`src/rtl/zeroriscy_fetch_realigner.sv`:
```
// zeroriscy_fetch_realigner
// Buffers 32-bit fetched words and hands the decoder one PC-aligned
// instruction per handshake. The instruction is either a 16-bit compressed
// one or a 32-bit one that may straddle two buffered words. A flush drops
// everything buffered and restarts at a new, possibly halfword-aligned, PC.

module zeroriscy_fetch_realigner #(
   parameter int DEPTH = 3
) (
   input  logic        clk,
   input  logic        rst,
   input  logic        clear_i,
   input  logic [31:0] branch_addr_i,
   input  logic        in_valid_i,
   input  logic [31:0] in_rdata_i,
   output logic        in_ready_o,
   output logic        out_valid_o,
   input  logic        out_ready_i,
   output logic [31:0] out_rdata_o,
   output logic [31:0] out_addr_o
);

   localparam int CW = $clog2(DEPTH + 1);

   // Word storage. Entry 0 is always the oldest word, which holds the
   // halfword that pc points to.
   logic [31:0]   words      [DEPTH];
   logic [31:0]   words_next [DEPTH];
   logic [CW-1:0] count;
   logic [CW-1:0] count_next;
   logic          offset;
   logic          offset_next;
   logic [31:0]   pc;
   logic [31:0]   pc_next;

   logic          is_compressed;
   logic          instr_valid;
   logic [31:0]   instr;
   logic          push;
   logic          pop;
   logic          free_word;
   int            wr_pos;

   // Pick the instruction at the current halfword offset out of the stored
   // words. A 32-bit instruction that starts in the upper half of w0 is only
   // complete once w1 has arrived.
   always_comb begin
      is_compressed = offset ? (words[0][17:16] != 2'b11)
                             : (words[0][1:0]   != 2'b11);
      instr_valid   = 1'b0;
      instr         = 32'h0;
      if (count != '0) begin
         if (!offset) begin
            instr_valid = 1'b1;
            instr       = is_compressed ? {16'h0, words[0][15:0]} : words[0];
         end else if (is_compressed) begin
            instr_valid = 1'b1;
            instr       = {16'h0, words[0][31:16]};
         end else if (count > CW'(1)) begin
            instr_valid = 1'b1;
            instr       = {words[1][15:0], words[0][31:16]};
         end
      end
   end

   assign in_ready_o  = (count < CW'(DEPTH));
   assign out_valid_o = instr_valid;
   assign out_rdata_o = instr;
   assign out_addr_o  = pc;

   assign push      = in_valid_i & in_ready_o & ~clear_i;
   assign pop       = instr_valid & out_ready_i & ~clear_i;
   // The oldest word is used up once its upper half has been consumed, which
   // happens for any instruction starting at offset 1 or a full 32-bit one
   // at offset 0.
   assign free_word = pop & (offset | ~is_compressed);

   // Next-state computation: flush wins outright; otherwise pop advances the
   // PC and may free w0 (shifting the FIFO down), and a push lands just past
   // the last valid entry after that shift.
   always_comb begin
      words_next  = words;
      count_next  = count;
      offset_next = offset;
      pc_next     = pc;
      wr_pos      = int'(count) - (free_word ? 1 : 0);
      if (clear_i) begin
         count_next  = '0;
         pc_next     = {branch_addr_i[31:1], 1'b0};
         offset_next = branch_addr_i[1];
      end else begin
         if (pop) begin
            pc_next     = pc + (is_compressed ? 32'd2 : 32'd4);
            offset_next = is_compressed ? ~offset : offset;
         end
         if (free_word) begin
            for (int i = 0; i < DEPTH - 1; i++) begin
               words_next[i] = words[i + 1];
            end
         end
         if (push) begin
            for (int i = 0; i < DEPTH; i++) begin
               if (i == wr_pos) begin
                  words_next[i] = in_rdata_i;
               end
            end
         end
         case ({push, free_word})
            2'b10:   count_next = count + CW'(1);
            2'b01:   count_next = count - CW'(1);
            default: count_next = count;
         endcase
      end
   end

   // State register with asynchronous reset.
   always_ff @(posedge clk or posedge rst) begin
      if (rst) begin
         for (int i = 0; i < DEPTH; i++) begin
            words[i] <= 32'h0;
         end
         count  <= '0;
         offset <= 1'b0;
         pc     <= 32'h0;
      end else begin
         words  <= words_next;
         count  <= count_next;
         offset <= offset_next;
         pc     <= pc_next;
      end
   end

endmodule

```
`config.mk`:
```
export PLATFORM = sky130hd
export DESIGN_NAME = zeroriscy_fetch_realigner
export DESIGN_NICKNAME = d
export VERILOG_FILES = /design/src/rtl/zeroriscy_fetch_realigner.sv
export SDC_FILE = /design/constraint.sdc
export NUM_CORES = 1
export LEC_CHECK = 0
export CAP_MARGIN = 10
export CORE_MARGIN = 2
export CORE_UTILIZATION = 30
export DETAILED_ROUTE_END_ITERATION = 16
export PLACE_DENSITY = 0.52
export RECOVER_POWER = 25
export SLEW_MARGIN = 30
export SYNTH_ARGS = -nofsm -noshare
export SYNTH_HDL_FRONTEND = slang
export SYNTH_SLANG_ARGS = --single-unit
```
`constraint.sdc`:
```
create_clock -name clk -period 9.9 [get_ports clk]
set_clock_uncertainty 0.05 [all_clocks]
set_input_delay 1.98 -clock clk [delete_from_list [all_inputs] [get_ports clk]]
set_output_delay 1.98 -clock clk [all_outputs]
set_load 0.05 [all_outputs]
```
=== Word-level counts from Yosys, hierarchy flattened ===
Cells that the tools add are included.

* Register bits: 131
* Input port bits: 69
* Output and inout bits: 66
* Word-level logic and storage cells: 58

* Add/subtract/negate cells: 4
* $lt $le $gt $ge: 2
* Equality and inequality tests: 6
* Mux-type cells: 24
* Bitwise operators: 9
* Reduce and logical (&&, ||, !) cells: 7

{| class="wikitable"
|+ Operators with widths
! cell !! count
|-
| $mux W32 || 10
|-
| $mux W96 || 1
|-
| $mux W64 || 1
|-
| $add A32 B3 Y32 || 1
|-
| $logic_not A32 Y1 || 1
|-
| $mux W1 || 9
|-
| $reduce_bool A2 Y1 || 3
|-
| $and A1 B1 Y1 || 5
|-
| $ne A2 B2 Y1 const B || 2
|-
| $pmux W2 S2 || 1
|-
| $eq A2 B3 Y1 const A || 1
|-
| $eq A3 B3 Y1 const A || 1
|-
| $mux W3 || 1
|-
| $not A1 Y1 || 3
|-
| $reduce_and A3 Y1 || 1
|-
| $reduce_bool A3 Y1 || 1
|-
| $sub A2 B1 Y3 || 1
|-
| $add A2 B1 Y2 const B || 1
|-
| $eq A2 B1 Y1 const B || 1
|-
| $eq A2 B2 Y1 const B || 1
|-
| $gt A2 B1 Y1 const B || 1
|-
| $lt A2 B2 Y1 const B || 1
|-
| $mux W2 || 1
|-
| $reduce_and A2 Y1 || 1
|-
| other kinds (2) || 2
|}

=== Logic depth before layout (Yosys ltp) ===
Gate-level depths: netlist of the first run.

* Depth after elaboration: 13
* Mapped depth: 13
* Mapped depth without buffers: 10

=== Least setup slack after synthesis of the first run ===
Ideal clock, no wire load.

* Kind: register -> output
* Start: reg count[1]
* End: out out_rdata_o[21]
* Arrival time: 2433 ps
* Required time: 7870 ps
* Path slack: 5437 ps
* Cell stages (with the launch flop): 8
* Buffers on the path: 2
* Path through: dfrtp_1 > inv_1 > ha_1 > and2b_1 > clkbuf_1 > clkbuf_1 > nand3_1 > a21oi_1

* Word-level cells in the longest chain between the ends: 5
* Elaborated cells between the ends (all ways): 6
* Those cells by class: 1 x order compare; 4 x mux; 1 x reduce/logical

{| class="wikitable"
|+ Ends and longest elaborated chain
! what !! line !! RTL
|-
| from (decl) || 29 || <nowiki>logic [CW-1:0] count;</nowiki>
|-
| from (signal assigned) || 127 || <nowiki>count <= count_next;</nowiki>
|-
| $gt A2 B1 Y1 || 59 || <nowiki>end else if (count > CW'(1)) begin</nowiki>
|-
| $mux W32 || 59 ||
|-
| $mux W32 || 56 || <nowiki>end else if (is_compressed) begin</nowiki>
|-
| $mux W32 || 53 || <nowiki>if (!offset) begin</nowiki>
|-
| $mux W32 * || 52 || <nowiki>if (count != '0) begin</nowiki>
|-
| to (decl) || 19 || <nowiki>output logic [31:0] out_rdata_o,</nowiki>
|}

Mark *: on every way between the ends. The rest lies on a longest branch, timed or not.

=== Worst setup path in the final report of the first run ===
* Start: reg offset
* End: out out_rdata_o[19]

* Word-level cells in the longest chain between the ends: 4
* Elaborated cells between the ends (all ways): 5
* Those cells by class: 5 x mux

{| class="wikitable"
|+ Ends and longest elaborated chain
! what !! line !! RTL
|-
| from (decl) || 31 || <nowiki>logic offset;</nowiki>
|-
| from (signal assigned) || 128 || <nowiki>offset <= offset_next;</nowiki>
|-
| $mux W1 || 48 || <nowiki>is_compressed = offset ? (words[0][17:16] != 2'b11)</nowiki>
|-
| $mux W32 (on tied branches) || 55, 56 ||
|-
| $mux W32 * || 53 ||
|-
| $mux W32 * || 52 ||
|}

Marked as above.

==> results of run 1 <==
through the flow:
stage	setup slack, ns	power (uW)	cell area (sq um)	std cells	util
after detailed placement	4.01	1710	8510	1094	0.375
after CTS	3.56	2380	9130	1126	0.402
final	3.94	2360	9160	1128	0.403
after floorplan	4.40	1460	6970	720	-
after global routing	3.72	2500	9160	1127	0.403
after global placement	4.07	1700	8510	1094	0.375
sequential cells by signal, summed over array words and instances, names as in the netlist:
name	cells
words	96
out_addr_o	31
count	2
offset	1
critical path: cells and delay by family (launching register included):
kind	cells	cell delay, ns
AOI/OAI and AO/OA	2	0.76
DFF	1	0.82
and+or+nand+nor	2	1.03
buffers and inverters	1	0.87
logic make-up (layout without fill, tap and decap cells):
| kind of cell | count (synthesis) | in the layout | share of synthesized area |
|---|---|---|---|
| AOI/OAI and AO/OA | 194 | 194 | 0.178 |
| and+or+nand+nor | 235 | 235 | 0.170 |
| other | 1 | 2 | 0.000538 |
| buffers and inverters | 66 | 188 | 0.0411 |
| muxes | 81 | 81 | 0.122 |
| DFF | 130 | 130 | 0.467 |
| xor gates and xnor gates | 5 | 5 | 0.00628 |
| adders and majority gates | 8 | 8 | 0.0154 |
layer usage:
metal | track usage | up-vias | share of wire
met4 | 0.0516 | 0 | 0.016
li1 | - | 2862 | -
met3 | 0.0354 | 19 | 0.051
met5 | 0 | - | 0
met1 | 0.231 | 2917 | 0.48
met2 | 0.265 | 151 | 0.46
placed cells by master, fill, tap and decap left out, types with 29 or more instances in the layout:
cell type          n
clkdlybuf4s50_1  131
nand3_1           29
dfrtp_1          129
nand2_1           47
a2bb2oi_1         32
mux2_2            33
a21oi_1           53
nor2_1            73
mux2i_1           48
power by group through the flow:
stage / Sequential (uW) / Combinational [uW] / Clock [uW]
6_report: 906 / 791 / 663
4_1_cts: 905 / 799 / 679
3_5_place_dp: 914 / 795 / 0
5_1_grt: 934 / 865 / 700
3_3_place_gp: 912 / 788 / 0
2_1_floorplan: 901 / 556 / 0
final cells by class:
cell class / count / area share
flip-flops and latches: 130 / 0.356
well taps: 285 / 0.0389
inverters: 12 / 0.00506
diodes: 1 / 0.000273
repair buffers: 144 / 0.156
clock inverters: 15 / 0.0212
multi-input cells: 524 / 0.376
clock buffers: 17 / 0.0465
worst max-delay path by stage:
stage            from              end  slack (ns)  cells past startpoint
6_report       offset  out_rdata_o[19]        3.94                      5
5_1_grt        offset  out_rdata_o[19]        3.72                      5
4_1_cts        offset  out_rdata_o[18]        3.56                      5
3_5_place_dp   offset  out_rdata_o[18]        4.01                      5
3_3_place_gp   offset  out_rdata_o[18]        4.07                      5
2_1_floorplan     rst         count[0]        4.40                      1
==> results by group, run 1 <==
Status
  – Run status: complete, but fails checks
  – Failing checks: max-capacitance violations, max-slew violations

Power and ir drop
  – Worst IR Drop VDD: 133 uV
  – Logic pwr share: 0.335
  – Sequential Power Share: 0.384
  – Sw frac: 0.372
  – Pwr/cell area: 258 nW/um^2
  – Clk pwr share: 0.281
  – Leakage Power: 0.00358 uW
  – Cell internal pwr: 1480 uW
  – Sw Pwr: 877 uW

Setup path
  – Crit Path Category: register to output port
  – Worst Reg-to-Reg Cells: 10
  – Worst setup EP type: output port
  – Slowest Stage Delay on Critical Path: 0.87 ns
  – WP data arrival: 3.93 ns
  – Worst r2r src: offset
  – Crit-path max FO: 56
  – Flop2flop setup slack: 5.71 ns
  – Crit Reg-Reg Endpoint: out_addr_o[27]
  – Crit-path slowest cell: clkdlybuf4s50_1
  – Crit-path cells: nand3_1 > o21ai_0 > nand2b_1 > a21oi_1 > clkdlybuf4s50_1
  – CP Launch Type: register
  – Data required time of the worst path: 7.87 ns

Die
  – CORE AREA: 22700 sq um
  – Rows: 55
  – Die height: approximately 160 microns
  – Initial Utilization: 0.307
  – Die W: 156 microns
  – Die ar.: 24500 sq um
  – Ports: 135

Routing
  – Drt wl/cell: 17.9 microns
  – DRC violations left: 0
  – Routed Antenna Nets: 0
  – Final WL: 20.2 mm
  – Initial drt markers: 325
  – Pre-antenna DRT Iters: 4
  – Vias per cell: 5.27
  – Vias after detailed routing: 5949

Placement
  – GP Congestion: 0.741
  – Final HPWL DP: 12.7 mm
  – # port buffers: 132

CTS
  – Num CTS Buffers: 17
  – Clock Sinks: 130
  – Clock-pin transition on the worst setup and hold timing paths: approximately 0.060 ns
  – Clock latency on the worst-skew pair: between 0.4 and 0.5 ns
  – Max Root-Sink Buffers: 2
  – CTS Hold Bufs: 0
  – H-tree levels: 4
  – CTS tree: yes
  – Post-CTS sizing: 0
  – Post-CTS Setup Bufs: 0
  – Root buffer cell: clkbuf_16

Global routing
  – First-pass GRT wire length: 32.2 mm
  – Gr ovfl total: 0
  – Initial antenna violation count: 1
  – Largest net degree at the start of global routing: 70
  – Total GRT Usage: 0.168
  – Number of global-route vias before repair: around 5800

Synth
  – Top-count cell post-synth: dfrtp_1
  – Synthesized net count: 797
  – Ys Warns: 0
  – Number of synthesized flops with an enable pin: 0
  – Mapped Cells: 720
  – FFs w/ async S/R, synth: 1.00
  – Post-synth top area cell: dfrtp_1
  – Synth cell types: 49
  – Post-synth top cells: 130 x dfrtp_1, 73 x nor2_1, 53 x a21oi_1
  – Synth top area share: 0.467
  – Cell Area, Synth: 6970 sq um
  – Post-synthesis sequential area ratio: 0.467
  – #FFs+latches synth: 130
  – Synth area leaders: dfrtp_1 47%, mux2i_1 6.9%, mux2_2 5.3%
  – Primary FF master, synth: dfrtp_1
  – Avg Synthesized Cell Area: 9.68 sq um

Timing
  – Final worst path period share: 0.602
  – Final Hold Violating Endpoints: 0
  – Slew @ Worst Pin: 3.02 ns
  – Minimum clock period: 5.96 ns
  – F_max: 0.168 GHz
  – RSZ-0062 raised after global routing: false
  – Final setup violation count: 0
  – Max-slew violations: 65
  – TNS Setup: 0 ns
  – Max transition margin: -1.02
  – Hold Worst Slack: 0.457 ns

Layout
  – Multi-input logic area: 3440 sq um
  – Layout cells sized above 1: 0.102
  – Register area: 3260 sq um
  – Area Overhead vs Synth: 31.4%
  – Total Nets Final: ~910
  – Number of filler instances in the final layout: 2270

Worst hold path
  – Hold EP: words[11]
  – Hold path startpoint: words[11]
  – Hold crit path type: register to register
  – Hold-critical path depth: 1

Flow run
  – Max cap viols: 1
No activity file was read; power rests on OpenSTA's default activity.
==> inputs of run 2 (changes only) <==
--- a/config.mk
+++ b/config.mk
@@ -9,7 +9,7 @@
 export CORE_MARGIN = 2
 export CORE_UTILIZATION = 30
 export DETAILED_ROUTE_END_ITERATION = 16
-export PLACE_DENSITY = 0.52
+export PLACE_DENSITY = 0.54
 export RECOVER_POWER = 25
 export SLEW_MARGIN = 30
 export SYNTH_ARGS = -nofsm -noshare
==> constraint.sdc (replaced) <==
create_clock -name clk -period 5.2 [get_ports clk]
set_clock_uncertainty 0.05 [all_clocks]
set_input_delay 1.04 -clock clk [delete_from_list [all_inputs] [get_ports clk]]
set_output_delay 1.04 -clock clk [all_outputs]
set_load 0.05 [all_outputs]
==> results by group, run 2 (synthesis gave the netlist of run 1 again) <==
Status
  – Run status: complete, but fails checks
  – Failing checks: max-capacitance violations, max-slew violations

Timing
  – Final setup violation count: 0 (unchanged)
  – F_max: between 0.2 and 0.25 GHz
  – Minimum clock period: roughly 4.8 ns
  – RSZ-0062 raised after global routing: false
  – TNS Setup: 0 ns (unchanged)
  – Max-slew violations: 66 (+1.5%)
  – Hold Worst Slack: 0.456 ns (-0.00126 ns)
  – Final Hold Violating Endpoints: 0 (unchanged)
  – Slew @ Worst Pin: 3.20 ns (+0.184 ns)
  – Final worst path period share: 0.922
  – Max transition margin: -1.15 (-0.123)

Setup path
  – Slowest Stage Delay on Critical Path: 0.87 ns (about the same)
  – Crit-path max FO: 30 (-46%)
  – Worst setup EP type: output port
  – Crit-path cells: nand3_1 > o21ai_0 > nand2b_1 > a21oi_1 > clkdlybuf4s50_1
  – WP data arrival: 3.70 ns (-0.23 ns)
  – Data required time of the worst path: 4.11 ns (-3.76 ns)
  – Crit Path Category: register to output port
  – Worst path bufs/invs: 1 (unchanged)
  – CP Launch Type: register
  – Crit-path slowest cell: clkdlybuf4s50_1
  – Flop2flop setup slack: 1.15 ns (-4.56 ns)
  – Delay-heaviest family, CP: simple AND/OR/NAND/NOR gates

Routing
  – Vias per cell: 5.19 (-1.6%)
  – Routed Antenna Nets: 0 (unchanged)
  – DRC violations left: 0 (unchanged)
  – Initial drt markers: 287 (-12%)
  – Pre-antenna DRT Iters: 5 (+1)
  – Final WL: 19.9 mm (-1.4%)
  – Vias after detailed routing: 5861 (-1.5%)
  – Drt wl/cell: 17.7 microns (-1.5%)

Die
  – Die ar.: 24500 sq um (unchanged)
  – Die W: 156 microns (unchanged)
  – CORE AREA: 22700 sq um (unchanged)
  – Initial Utilization: 0.307 (unchanged)
  – Rows: 55 (unchanged)
  – Die height: 156 microns (unchanged)
  – Ports: 135 (unchanged)

Layout
  – Number of filler instances in the final layout: 2248 (-0.97%)
  – Total Nets Final: 906 (unchanged)
  – Max reg flops: 96 (unchanged)
  – Commonest cells after routing, fill and taps aside: 131 x clkdlybuf4s50_1, 129 x dfrtp_1, 73 x nor2_1, 53 x a21oi_1, 48 x mux2i_1
  – Most common cell after layout, fill and taps aside: clkdlybuf4s50_1
  – Biggest register: words
  – Layout cells sized above 1: 0.103 (+0.00119)
  – Area Overhead vs Synth: 30.9%
  – Design area: 9130 sq um (-0.33%)

CTS
  – Max Root-Sink Buffers: 2 (unchanged)
  – Clock-pin transition on the worst setup and hold timing paths: 0.06 ns (about the same)
  – Post-CTS sizing: 0 (unchanged)
  – CTS Hold Bufs: 0 (unchanged)
  – Clock Sinks: 130 (unchanged)
  – Num CTS Buffers: 17 (unchanged)
  – CTS tree: yes
  – H-tree levels: 4 (unchanged)
  – Post-CTS Setup Bufs: 0 (unchanged)
  – Clock latency on the worst-skew pair: 0.42 ns (about the same)
  – Root buffer cell: clkbuf_16

Global routing
  – Largest net degree at the start of global routing: 69 (-1.4%)
  – Gr ovfl total: 0 (unchanged)
  – Initial antenna violation count: 2 (+1)
  – First-pass GRT wire length: 32.0 mm (-0.43%)
  – Number of global-route vias before repair: 5777 (-0.64%)
  – Total GRT Usage: 0.167 (-0.000542)

Power and ir drop
  – Leakage Power: 0.00358 uW (-0.17%)
  – Pwr/cell area: 490 nW/um^2 (+90%)
  – Total power draw: 4470 uW (+90%)
  – Worst IR Drop VDD: 291 uV (+120%)

Worst hold path
  – Hold crit path type: register to register

Placement
  – # port buffers: 132 (unchanged)
  – GP Congestion: 0.757 (+2.1%)
  – Final HPWL DP: 12.7 mm (+0.27%)
  – Placed inst area: 8530 sq um (+0.24%)

Flow run
  – Max cap viols: 1 (unchanged)
## run 2: path summary, 6_finish.rpt
kind | startpoint | end | cells after the start
min in group asynchronous | rst | out_addr_o[8] | 2
hold / removal | words[6] | words[6] | 1
hold reg to reg | words[6] | words[6] | 1
setup reg to reg | offset | out_addr_o[25] | 10
max in group asynchronous | rst | offset | 2
setup / recovery | offset | out_rdata_o[20] | 5
## run 2: cell type report
cell class / count / area (sq um) / share of cell area
diodes: 2 / 5.00 / 0.000548
flip-flops and latches: 130 / 3250 / 0.357
repair buffers: 144 / 1420 / 0.156
inverters: 12 / 46.3 / 0.00507
clock buffers: 18 / 429 / 0.0470
well taps: 285 / 357 / 0.0391
clock inverters: 14 / 168 / 0.0184
multi-input cells: 524 / 3440 / 0.377
## run 2: metal layers
layer  share of wire  GRT usage  vias up
met5         0.00060          0        -
met4          0.0077     0.0463        2
met3           0.063     0.0490       12
met2            0.46      0.261      129
met1            0.46      0.226     2871
li1                -          -     2847
## run 2: worst register-to-register path: cells and delay by family (launching register included)
family | cells | cell delay [ns]
buffers and inverters | 2 | 0.22
AOI/OAI and AO/OA | 2 | 0.46
DFF | 1 | 0.61
and+or+nand+nor | 4 | 2.06
adders and majority gates | 2 | 0.57
## run 2: per-stage QoR
stage	std cells	utilization	setup slack, ns
3_3_place_gp	1095	0.375	0.857
4_1_cts	1127	0.402	0.379
2_1_floorplan	720	-	0.641
5_1_grt	1127	0.402	0.221
3_5_place_dp	1095	0.375	0.839
6_report	1129	0.402	0.405
## run 2: report_power, final
group | total [uW] | internal (uW) | switching (uW)
combinational | 1510 | 680 | 829
clock | 1240 | 725 | 513
sequential | 1730 | 1410 | 314
total | 4470 | 2820 | 1660
==> variant: new RTL, config.mk and constraints of run 2 <==
`DEPTH`: 3 -> 5.
--- a/src/rtl/zeroriscy_fetch_realigner.sv
+++ b/src/rtl/zeroriscy_fetch_realigner.sv
@@ -6,5 +6,5 @@
 
 module zeroriscy_fetch_realigner #(
-   parameter int DEPTH = 3
+   parameter int DEPTH = 5
 ) (
    input  logic        clk,
Formal check against the unedited RTL: not equivalent (Yosys sat finds a counterexample within 4 cycles, from zero or initial values and one cycle with rst high).
==> variant against run 2 <==
The run still ends with capacitance limit, slew limit left. Power rose by 38%. Sequential cell count rose by 65. Register-to-register slack improved by 0.39 ns. Area after synthesis rose by 43%. Setup slack improved by 0.11 ns. Wire length rose by 27%. Final area rose by 34%. Non-clock buffer count rose by 3. Critical endpoint is now out_rdata_o[26]. Largest cell class is now registers.
==> variant: results (changes against run 2) <==
stage,metric,value,unit,change
finish,multi-input gate share of total cell area,38.74,%,was 37.74%
global_routing,vias in the first global route,7026,,was 5777
run_status,status,finished with violations,,unchanged
timing,worst-margin pin slew,2.725,ns,was 3.203 ns
timing,Slew Limit Fails,189,,was 66
finish,register share of the cell area,39.83,%,was 35.65%
clocking,Sink Count,195,,was 130
run_status,failing checks,"capacitance limit, slew limit",,unchanged
synth,sequential element share of the synthesized area,49.12,%,was 46.67%
finish,multi-input gates,703,,was 524
timing,FMAX,0.2133,GHz,was 0.2086 GHz
finish,Non-clk invs,13,,was 12
die,Core Rows,66,,was 55
power,Max IR drop VDD,0.2642,mV,was 0.2911 mV
synth,Post-synth top cells,"dfrtp_1 (195), nor2_1 (170), a21oi_1 (150)",,"was dfrtp_1 (130), nor2_1 (73), a21oi_1 (53)"
global_routing,largest net degree at the start of global routing,133,,was 69
critical_path,CP Capture Point,out_rdata_o[26],,was out_rdata_o[20]
global_routing,initial antenna violation count,0,,was 2
timing,worst hold margin,0.4493,ns,was 0.4561 ns
global_routing,global-route wire length before repair,40.32,mm,was 32.02 mm
synth,"top cells by area, synth","dfrtp_1 (49%), mux2i_1 (15%), a21oi_1 (7.6%)",,"was dfrtp_1 (47%), mux2i_1 (6.9%), mux2_2 (5.3%)"
finish,Final nets,1154,,was 906
synth,post-synthesis xor/xnor area fraction,2.821,%,was 0.6283%
hold_path,Hold Crit Start,words[27],,was words[6]
place,DP Area,11690,um^2,was 8527 um^2
finish,# fillers,3302,,was 2248
synth,Synth Area in Compound Gates,10.03,%,was 17.81%
critical_path,R2R Path Start,count[1],,was offset
routing,first drt pass iteration count,4,,was 5
routing,initial DRC count,389,,was 287
finish,Final non-clock buffer share,11.68,%,was 15.60%
clocking,Skew-Pair Late Insertion Delay,0.44,ns,was 0.42 ns
critical_path,CP Data Arrival Time,3.60,ns,was 3.70 ns
finish,max FFs per register,160,,was 96
finish,synthesis-to-finish area growth,23.36,%,was 30.95%
routing,WL final,25.28,mm,was 19.93 mm
place,RePlAce Congestion,0.7456,,was 0.7567
critical_path,largest fanout on the critical path,19,,was 30
hold_path,hold path endpoint,words[27],,was words[6]
synth,Post-Synth Adder-Cell Area,1.083,%,was 1.544%
finish,layout cell share with drive strength beyond 1,9.817,%,was 10.33%
power,Leak,5.890,nW,was 3.578 nW
run,max_cap viols,3,,was 1
finish,fraction of area in clock buffers and inverters,4.829,%,was 6.539%
critical_path,Critical R2R Capture,words[10],,was out_addr_o[25]
[variant: cell count changes after synthesis, moves of 14 or more]
cell / run 2 / this run
a31oi_1: 26 / 0
mux2i_1: 48 / 148
o31ai_1: 14 / 0
xnor2_1: 3 / 23
nand2b_1: 21 / 2
or4_1: 19 / 1
a21oi_1: 53 / 150
dfrtp_1: 130 / 195
nor2_1: 73 / 170
nand3_1: 30 / 12
a2bb2oi_1: 32 / 0
o21ai_1: 27 / 9
[variant: power by group through the flow]
stage | registers [mW] | logic (mW) | clock network, mW
after floorplan | 2.50 | 1.68 | 0
after global placement | 2.53 | 2.32 | 0
after detailed placement | 2.55 | 2.36 | 0
after CTS | 2.52 | 2.36 | 1.37
after global routing | 2.60 | 2.57 | 1.42
final | 2.51 | 2.33 | 1.33
[variant: layer usage]
layer	vias up	part of all wire [%]	global-route usage [%]	routed length, um
met5	-	0	0	0
met4	0	0.79	3.276	199
met3	14	4.5	2.778	1128
met2	142	47	24.61	11830
met1	3492	48	20.51	12130
li1	3575	-	-	-
